$ cat config.mk
export PLATFORM = sky130hd
export DESIGN_NAME = pio_pwm_leds_flat
export DESIGN_NICKNAME = d
export VERILOG_FILES = /design/src/rtl/pio_pwm_pkg.sv /design/src/rtl/pio_pwm_leds_if.sv /design/src/rtl/pio_pwm_timebase.sv /design/src/rtl/pio_pwm_leds.sv /design/src/flat_wrapper.sv
export SDC_FILE = /design/constraint.sdc
export NUM_CORES = 1
export LEC_CHECK = 0
export ABC_AREA = 1
export CORE_ASPECT_RATIO = 1.5
export CORE_MARGIN = 1
export CORE_UTILIZATION = 59
export DETAILED_ROUTE_END_ITERATION = 6
export GPL_ROUTABILITY_DRIVEN = 0
export PLACE_DENSITY = 0.82
export SLEW_MARGIN = 40
export SYNTH_ARGS = -nofsm -noshare
export SYNTH_HDL_FRONTEND = slang
export SYNTH_SLANG_ARGS = --single-unit
$ cat constraint.sdc
create_clock -name clk_clk -period 2 [get_ports clk_clk]
set_input_delay 0.2 -clock clk_clk [delete_from_list [all_inputs] [get_ports clk_clk]]
set_output_delay 0.2 -clock clk_clk [all_outputs]
set_load 0.01 [all_outputs]
$ cat src/rtl/pio_pwm_pkg.sv
// Shared register offsets, channel-mode encoding and CHCFG field layout
// for the PWM/blink LED PIO.
package pio_pwm_pkg;

   localparam int unsigned ADDR_DATA  = 0;
   localparam int unsigned ADDR_SET   = 1;
   localparam int unsigned ADDR_CLR   = 2;
   localparam int unsigned ADDR_PRESC = 3;
   localparam int unsigned ADDR_CH0   = 4;

   typedef enum logic [1:0] {
      MODE_DIRECT = 2'd0,
      MODE_PWM    = 2'd1,
      MODE_BLINK  = 2'd2
   } mode_e;

   localparam int unsigned MODE_LSB = 0;
   localparam int unsigned MODE_W   = 2;
   localparam int unsigned DUTY_LSB = 2;

   // Encoding 3 is reserved and behaves as direct.
   function automatic logic chan_next(input logic [MODE_W-1:0] mode,
                                      input logic data_bit,
                                      input logic pwm_on,
                                      input logic blink_on);
      case (mode)
         MODE_PWM:   chan_next = data_bit & pwm_on;
         MODE_BLINK: chan_next = data_bit & blink_on;
         default:    chan_next = data_bit;
      endcase
   endfunction

endpackage

$ cat src/rtl/pio_pwm_leds_if.sv
// Avalon-MM slave bus bundle for the LED PIO (no waitrequest, read latency 1).
interface pio_pwm_leds_if #(
   parameter int unsigned ADDR_W = 5
);
   logic [ADDR_W-1:0] avs_address;
   logic              avs_write;
   logic [31:0]       avs_writedata;
   logic              avs_read;
   logic [31:0]       avs_readdata;

   modport master (
      output avs_address, avs_write, avs_writedata, avs_read,
      input  avs_readdata
   );

   modport slave (
      input  avs_address, avs_write, avs_writedata, avs_read,
      output avs_readdata
   );
endinterface

$ cat src/rtl/pio_pwm_timebase.sv
// Shared prescaler, PWM counter and blink counter driving all LED channels.
module pio_pwm_timebase #(
   parameter int unsigned PRESC_W = 16,
   parameter int unsigned DUTY_W  = 8,
   parameter int unsigned BLINK_W = 8
) (
   input  logic               clk,
   input  logic               rst_n,
   input  logic [PRESC_W-1:0] presc,
   input  logic               presc_wr,
   output logic               tick,
   output logic [DUTY_W-1:0]  pwm_cnt,
   output logic               blink_msb
);

   logic [PRESC_W-1:0] presc_cnt;
   logic [BLINK_W-1:0] blink_cnt;
   logic               wrap;

   // The tick in the cycle of a PRESCALE write still uses the old terminal count.
   assign tick      = (presc_cnt == presc);
   assign wrap      = tick && (pwm_cnt == '1);
   assign blink_msb = blink_cnt[BLINK_W-1];

   always_ff @(posedge clk) begin
      if (!rst_n) begin
         presc_cnt <= '0;
         pwm_cnt   <= '0;
         blink_cnt <= '0;
      end else begin
         if (presc_wr || tick)
            presc_cnt <= '0;
         else
            presc_cnt <= presc_cnt + 1'b1;
         if (tick)
            pwm_cnt <= pwm_cnt + 1'b1;
         if (wrap)
            blink_cnt <= blink_cnt + 1'b1;
      end
   end

endmodule

$ cat src/rtl/pio_pwm_leds.sv
// LED output PIO with per-channel direct / PWM-dimmed / blink modes,
// Avalon-MM register file and registered LED conduit.
module pio_pwm_leds
   import pio_pwm_pkg::*;
#(
   parameter int unsigned NUM_CH  = 10,
   parameter int unsigned ADDR_W  = 5,
   parameter int unsigned PRESC_W = 16,
   parameter int unsigned DUTY_W  = 8,
   parameter int unsigned BLINK_W = 8
) (
   input  logic                clk_clk,
   input  logic                reset_reset_n,
   pio_pwm_leds_if.slave       avs,
   output logic [NUM_CH-1:0]   leds_export
);

   localparam int unsigned CFG_W = DUTY_W + 2;

   localparam logic [ADDR_W-1:0] A_DATA  = ADDR_W'(ADDR_DATA);
   localparam logic [ADDR_W-1:0] A_SET   = ADDR_W'(ADDR_SET);
   localparam logic [ADDR_W-1:0] A_CLR   = ADDR_W'(ADDR_CLR);
   localparam logic [ADDR_W-1:0] A_PRESC = ADDR_W'(ADDR_PRESC);

   logic [NUM_CH-1:0]  data;
   logic [PRESC_W-1:0] presc;
   logic [CFG_W-1:0]   chcfg [NUM_CH];
   logic               wr_data, wr_set, wr_clr, wr_presc;
   logic [31:0]        rd_val;
   logic [NUM_CH-1:0]  led_next;
   logic [DUTY_W-1:0]  pwm_cnt;
   logic               blink_msb;
   logic               tick_unused;

   assign wr_data  = avs.avs_write && (avs.avs_address == A_DATA);
   assign wr_set   = avs.avs_write && (avs.avs_address == A_SET);
   assign wr_clr   = avs.avs_write && (avs.avs_address == A_CLR);
   assign wr_presc = avs.avs_write && (avs.avs_address == A_PRESC);

   always_ff @(posedge clk_clk) begin
      if (!reset_reset_n) begin
         data  <= '0;
         presc <= '0;
         for (int unsigned i = 0; i < NUM_CH; i++)
            chcfg[i] <= '0;
      end else begin
         if (wr_data)
            data <= avs.avs_writedata[NUM_CH-1:0];
         else if (wr_set)
            data <= data | avs.avs_writedata[NUM_CH-1:0];
         else if (wr_clr)
            data <= data & ~avs.avs_writedata[NUM_CH-1:0];
         if (wr_presc)
            presc <= avs.avs_writedata[PRESC_W-1:0];
         for (int unsigned i = 0; i < NUM_CH; i++)
            if (avs.avs_write && (avs.avs_address == ADDR_W'(ADDR_CH0 + i)))
               chcfg[i] <= avs.avs_writedata[CFG_W-1:0];
      end
   end

   // CLR and anything past the last CHCFG fall through to zero.
   always_comb begin
      rd_val = '0;
      case (avs.avs_address)
         A_DATA:  rd_val = 32'(data);
         A_SET:   rd_val = 32'(leds_export);
         A_PRESC: rd_val = 32'(presc);
         default: begin
            for (int unsigned i = 0; i < NUM_CH; i++)
               if (avs.avs_address == ADDR_W'(ADDR_CH0 + i))
                  rd_val = 32'(chcfg[i]);
         end
      endcase
   end

   always_ff @(posedge clk_clk) begin
      if (!reset_reset_n)
         avs.avs_readdata <= '0;
      else if (avs.avs_read)
         avs.avs_readdata <= rd_val;
   end

   pio_pwm_timebase #(
      .PRESC_W (PRESC_W),
      .DUTY_W  (DUTY_W),
      .BLINK_W (BLINK_W)
   ) u_timebase (
      .clk       (clk_clk),
      .rst_n     (reset_reset_n),
      .presc     (presc),
      .presc_wr  (wr_presc),
      .tick      (tick_unused),
      .pwm_cnt   (pwm_cnt),
      .blink_msb (blink_msb)
   );

   for (genvar i = 0; i < NUM_CH; i++) begin : g_ch
      assign led_next[i] = chan_next(chcfg[i][MODE_LSB +: MODE_W], data[i],
                                     pwm_cnt < chcfg[i][DUTY_LSB +: DUTY_W],
                                     blink_msb);
   end

   always_ff @(posedge clk_clk) begin
      if (!reset_reset_n)
         leds_export <= '0;
      else
         leds_export <= led_next;
   end

endmodule

$ cat src/flat_wrapper.sv
// flat-port wrapper written by rule: the top's interface ports become plain ports
module pio_pwm_leds_flat import pio_pwm_pkg::*;
#(
   parameter int unsigned NUM_CH  = 10,
   parameter int unsigned ADDR_W  = 5,
   parameter int unsigned PRESC_W = 16,
   parameter int unsigned DUTY_W  = 8,
   parameter int unsigned BLINK_W = 8
)
  (clk_clk, reset_reset_n, leds_export, avs_avs_address, avs_avs_write, avs_avs_writedata, avs_avs_read, avs_avs_readdata);
  pio_pwm_leds_if #(.ADDR_W(ADDR_W)) avs_i ();
  input  logic clk_clk;
  input  logic reset_reset_n;
  output logic [NUM_CH-1:0] leds_export;
  input wire logic [$bits(avs_i.avs_address)-1:0] avs_avs_address;
  input wire logic [$bits(avs_i.avs_write)-1:0] avs_avs_write;
  input wire logic [$bits(avs_i.avs_writedata)-1:0] avs_avs_writedata;
  input wire logic [$bits(avs_i.avs_read)-1:0] avs_avs_read;
  output wire logic [$bits(avs_i.avs_readdata)-1:0] avs_avs_readdata;
  assign avs_i.avs_address = avs_avs_address;
  assign avs_i.avs_write = avs_avs_write;
  assign avs_i.avs_writedata = avs_avs_writedata;
  assign avs_i.avs_read = avs_avs_read;
  assign avs_avs_readdata = avs_i.avs_readdata;
  pio_pwm_leds #(.NUM_CH(NUM_CH), .ADDR_W(ADDR_W), .PRESC_W(PRESC_W), .DUTY_W(DUTY_W), .BLINK_W(BLINK_W)) u_core (.clk_clk(clk_clk), .reset_reset_n(reset_reset_n), .avs(avs_i), .leds_export(leds_export));
endmodule
Word-level counts from Yosys, hierarchy flattened
Memories as Yosys holds them, arrays and structs flattened.
Index checks and enable logic that the tools add are counted.

storage, ports and cells
  flip-flop bits (word level) = 100
  bits in writable memories = 100
  input port bits = 41
  output and inout port bits = 42
  word-level logic and storage cells = 174
  memories kept = 1

operators by class
  add/subtract/negate cells = 3
  magnitude comparators = 10
  equal/unequal tests = 35
  mux-type cells = 65
  bitwise operators = 34
  reductions and logical operators = 19

memory list
  memory        words  bits a word  rd ports  clocked after memory_dff  write ports  RTL line            RTL
  u_core.chcfg  10     10           10        0                         10           pio_pwm_leds.sv:27  logic [CFG_W-1:0] chcfg [NUM_CH];

operators by type and width
  operator                                             count
  two-way mux 10 bit                                   23
  case mux 32 bit (3 select lines)                     1
  < comparator 8 bit                                   10
  two-way mux 1 bit                                    31
  equality test 5 x 4 -> 1 bit, second input constant  6
  bitwise AND 1 bit                                    20
  equality test 2 x 1 -> 1 bit, second input constant  10
  equality test 2 bit, second input constant           10
  equality test 5 x 3 -> 1 bit, second input constant  4
  case mux 1 bit (2 select lines)                      10
  adder 16 x 1 -> 16 bit, second input constant        1
  adder 8 x 1 -> 8 bit, second input constant          2
  equality test 16 bit                                 1
  logical AND 1 bit                                    15
  bitwise AND 10 bit                                   1
  equality test 5 x 2 -> 1 bit, second input constant  2
  inverter 10 bit                                      1
  bitwise OR 1 bit                                     10
  bitwise OR 10 bit                                    1
  equality test 8 bit, second input constant           1
  equality test 5 x 1 -> 1 bit, second input constant  1
  logical NOT 5 bit                                    1
  nonzero test 3 bit                                   1
  OR reduction 2 bit                                   1
  other kinds (2)                                      2

Logic depth before layout (Yosys ltp)
  word-level depth = 12
  gate-level depth with buffers = 12
  depth with buffers taken out = 12

By module
Synthesis repeated with hierarchy kept, for this count alone.

unflattened totals
  cell total of the unflattened synthesis = 1416
  area total of the unflattened synthesis = 10940.5 um^2

modules (own cells, without submodules)
  module            times used  cells each  area an instance (um^2)  seq. area each (um^2)
  pio_pwm_leds      1           1103        8938.6                   4043.9
  pio_pwm_timebase  1           313         2001.9                   640.6

Worst setup path after synthesis
No wires, ideal clock.

  kind = input to register
  start point = input port avs_avs_address[0]
  end point = memory u_core.chcfg[0][90] (netlist bit), enable pin
  library setup time = 0.340 ns
  arrival time = 1.491 ns
  required time = 1.660 ns
  slack = 0.169 ns
  stages = 8
  buffers on the path = 2
  cell sequence = inv_1 nor2_1 inv_1 nor3_1 clkbuf_1 nand2_1 clkbuf_1 nand2_1

RTL lines
  item                RTL line            RTL
  start: declaration  flat_wrapper.sv:15  input wire logic [$bits(avs_i.avs_address)-1:0] avs_avs_address;
  end: declaration    pio_pwm_leds.sv:27

Worst setup path after layout
  start point = register u_core.u_timebase.pwm_cnt[5]
  end point = register u_core.leds_export[0]

on the way
  longest elaborated chain between the ends = 3

ends and longest elaborated chain
  item                             RTL line                RTL
  start: declaration               pio_pwm_timebase.sv:12  output logic [DUTY_W-1:0] pwm_cnt,
  start signal: assignment         pio_pwm_timebase.sv:36  pwm_cnt <= pwm_cnt + 1'b1;
  < comparator 8 bit               pio_pwm_leds.sv:99      pwm_cnt < chcfg[i][DUTY_LSB +: DUTY_W],
  bitwise AND 1 bit                pio_pwm_pkg.sv:27       MODE_PWM: chan_next = data_bit & pwm_on;
  case mux 1 bit (2 select lines)  pio_pwm_pkg.sv:26       case (mode)
  end signal: assignment           pio_pwm_leds.sv:107     leds_export <= led_next;
  end: declaration                 pio_pwm_leds.sv:15      output logic [NUM_CH-1:0] leds_export

No other way between the ends.
A chain may end at the register's enable or synchronous reset.

==> impl_metrics.csv <==
group,metric,value,unit
hold_path,min-delay-path-class,"in2reg",
layout,antenna_cells,0,
yosys,synth-seq-cells,184,
timing,finClkSkew,0.0116,ns
timing,finalHoldViolCount,0,
flow_run,cap_violations,0,
setup_path,critPathMostFrequentCell,"a21oi_1",
drt,drtIter0Drc,939,
floorplan,core_area,16800,um2
timing,setup_slack,0.0989,ns
timing,maxSlewViolCount,0,
hold_path,min_from,"avs_avs_writedata[15]",
floorplan,dieArea,17800,um2
global_route,antenna_found_initial,0,
layout,nets,1486,
yosys,yosys_warnings,0,
place,hpwl,21.5,mm
yosys,ys_async_sr_fraction,0,%
place,numPortBuffers,50,
outcome,status,"completed",
setup_path,worst_path_max_delay_cell,"dfxtp_1",
drt,wl_met1,10.6,mm
drt,drt_first_pass_iters,6,
floorplan,fp.dieW,109,um
yosys,yosys.cell_count.top_type,"nand2_1",
clocking,clk_path_buf_depth,2,
clocking,cts_made_buffers,17,
global_route,gr-total-overflow,0,
global_route,gr-usage-all-layers,35.3,%
timing,clock.fmax,0.526,GHz
drt,drc,0,
yosys,yosysUniqueCellTypes,38,
setup_path,slowest_delay,0.72,ns
global_route,grt_pass1_wl,45.9,mm
global_route,grt_pass1_vias,9056,
yosys,syn_inst,1245,
setup_path,cp-end-kind,"flip-flop",
clocking,root_buffer,"clkbuf_16",
yosys,synth_area,10200,um2
setup_path,crit_start,"u_core.u_timebase.pwm_cnt[5]",
timing,rsz0062_at_grt,"false",
setup_path,r2r_start,"u_core.u_timebase.pwm_cnt[5]",
yosys,netlist.area_leader.share,29.4,%
drt,wl_met3,2.50,mm
layout,final_cell_count_no_fill,1585,
setup_path,critical_path_required,2.38,ns
drt,routed.top_layer,"met4",
setup_path,critPathLaunchType,"flip-flop",
yosys,ys_seq_area_share,45.9,%
yosys,yosys_most_used_dff,"edfxtp_1",
floorplan,ioPinCount,83,
power,finalPower,0.00909,W
power,power_leakage,5.21,nW
drt,dr_wl_met2,14.1,mm
yosys,synthTopCellsByCount,"nand2_1, nor2_1, inv_1, edfxtp_1, a21oi_1",
timing,period_minus_slack,1.90,ns
setup_path,path_max_fanout,11,
clocking,cts_tree,"built",
layout,syn_to_final_growth,19.6,%
power,power.density,745,nW/um2
drt,vias_per_cell,5.92,
clocking,cts.sinks,184,
drt,wirelength,29.9,mm
setup_path,path_cells,"buf_4, ha_1, a21oi_1, o21ai_0, o21bai_1, a21oi_1, nor2_1",
clocking,clk_pin_slew,0.07,ns
timing,worstMarginPinSlew,0.627,ns
yosys,avgSynthCellArea,8.19,um2
place,place_ws,-0.208,ns
yosys,synth-edff-count,100,
clocking,htreeDepth,4,
drt,wire_per_inst,18.9,um
timing,setup_viol,0,
floorplan,fp.dieH,163,um
place,dp_cells,1552,
floorplan,std_cell_rows,58,
setup_path,arrival,2.28,ns
timing,max-slew-margin-rel,58.1,%
power,ir_drop,0.684,mV
timing,timing.final.crit_share,95.1,%
yosys,synth_top_area_cell,"edfxtp_1",
yosys,yosys-top-cells-area,"edfxtp_1, dfxtp_1, ha_1",
drt,vias,9377,
clocking,holdBufCountCts,0,
drt,postRouteAntennaNets,0,
global_route,grt_max_degree,47,
floorplan,start_util,60.6,%
setup_path,worstSetupPathType,"reg2reg",
layout,drive_gt1_share,10.5,%
clocking,clock_latency,0.45,ns
setup_path,r2r_setup_slack,0.1,ns
## worst max-delay path: cells and delay by family, from the launching register on
kind / cells / cell delay, ns
buffers and inverters: 1 / 0.25
flip-flops: 1 / 0.72
AO/OA/AOI/OAI: 4 / 0.54
adder cells (fa/ha/maj): 1 / 0.25
AND/OR/NAND/NOR: 1 / 0.09
## where the power goes
group / internal, W / total, W / switching (W)
Sequential: 0.00415 / 0.00428 / 0.000127
Clock: 0.00172 / 0.00334 / 0.00162
Combinational: 0.000589 / 0.00147 / 0.000885
## per-stage QoR
| stage | setup TNS [ns] | area, um2 | utilization, % | hold WS (ns) |
|---|---|---|---|---|
| after global routing | 0 | 12200 | 72.5 | 0.372 |
| final | 0 | 12200 | 72.5 | 0.346 |
| after global placement | -2.45 | 11600 | 69.0 | 0.450 |
| after detailed placement | -3.91 | 11600 | 69.0 | 0.455 |
| after floorplan | 0 | 10300 | - | 0.368 |
| after CTS | 0 | 12200 | 72.4 | 0.340 |
## state kept, by name (all words and copies together), names as in the netlist, named ones only
register / cells
u_core.leds_export: 10
u_core.presc: 16
u_core.u_timebase.pwm_cnt: 8
u_core.chcfg: 100
u_core.u_timebase.presc_cnt: 16
u_core.u_timebase.blink_cnt: 8
u_core.avs.avs_readdata: 16
## routing by layer
layer  GRT usage (%)  vias to the layer above
li1                -                     4355
met1            38.5                     4308
met2            57.9                      533
met3            6.82                      181
met4            30.2                        0
met5               0                        -
## cell usage in the layout (no fill, tap or decap), drive strengths merged, types with 6 or more instances in the layout
cell type and n:
o22ai 10, nor2 176, nand4 41, a21oi 92
xor2 6, xnor2 13, conb 16, clkbuf 18
a211oi 9, inv 157, o21bai 10, o21ai 43
ha 83, dfxtp 84, clkinv 10, o21a 9
a22oi 10, nand2 269, nor3 12, edfxtp 100
buf 95, clkdlybuf4s50 50, nand3 40, nor3b 11
## worst paths after layout
path / to / depth (start not counted)
worst min-delay path: u_core.presc[15] / 3
worst min register to register: u_core.u_timebase.blink_cnt[7] / 2
worst max register to register: u_core.leds_export[0] / 7
worst max-delay path: u_core.leds_export[0] / 7
## area by class of cell
cell class              count  area [um2]
clock buffers              18         450
flip-flops and latches    184        4690
repair buffers            145        1400
inverters                 153         574
fillers                  1249        4630
well taps                 210         263
multi-input cells         861        4700
clock inverters            14         129
## what timing repair did
item / in CTS / in global routing
resized for setup: 0 / 3
setup endpoints to repair: 0 / 19
buffers inserted: 0 / 1
## cell families after synthesis
logic type | share of synthesized area (%)
other | 0.0368
adder cells (fa/ha/maj) | 10.2
AND/OR/NAND/NOR | 23.3
AO/OA/AOI/OAI | 10.3
buffers and inverters | 8.61
XOR/XNOR | 1.63
flip-flops | 45.9
No activity file was read; power rests on OpenSTA's default activity.
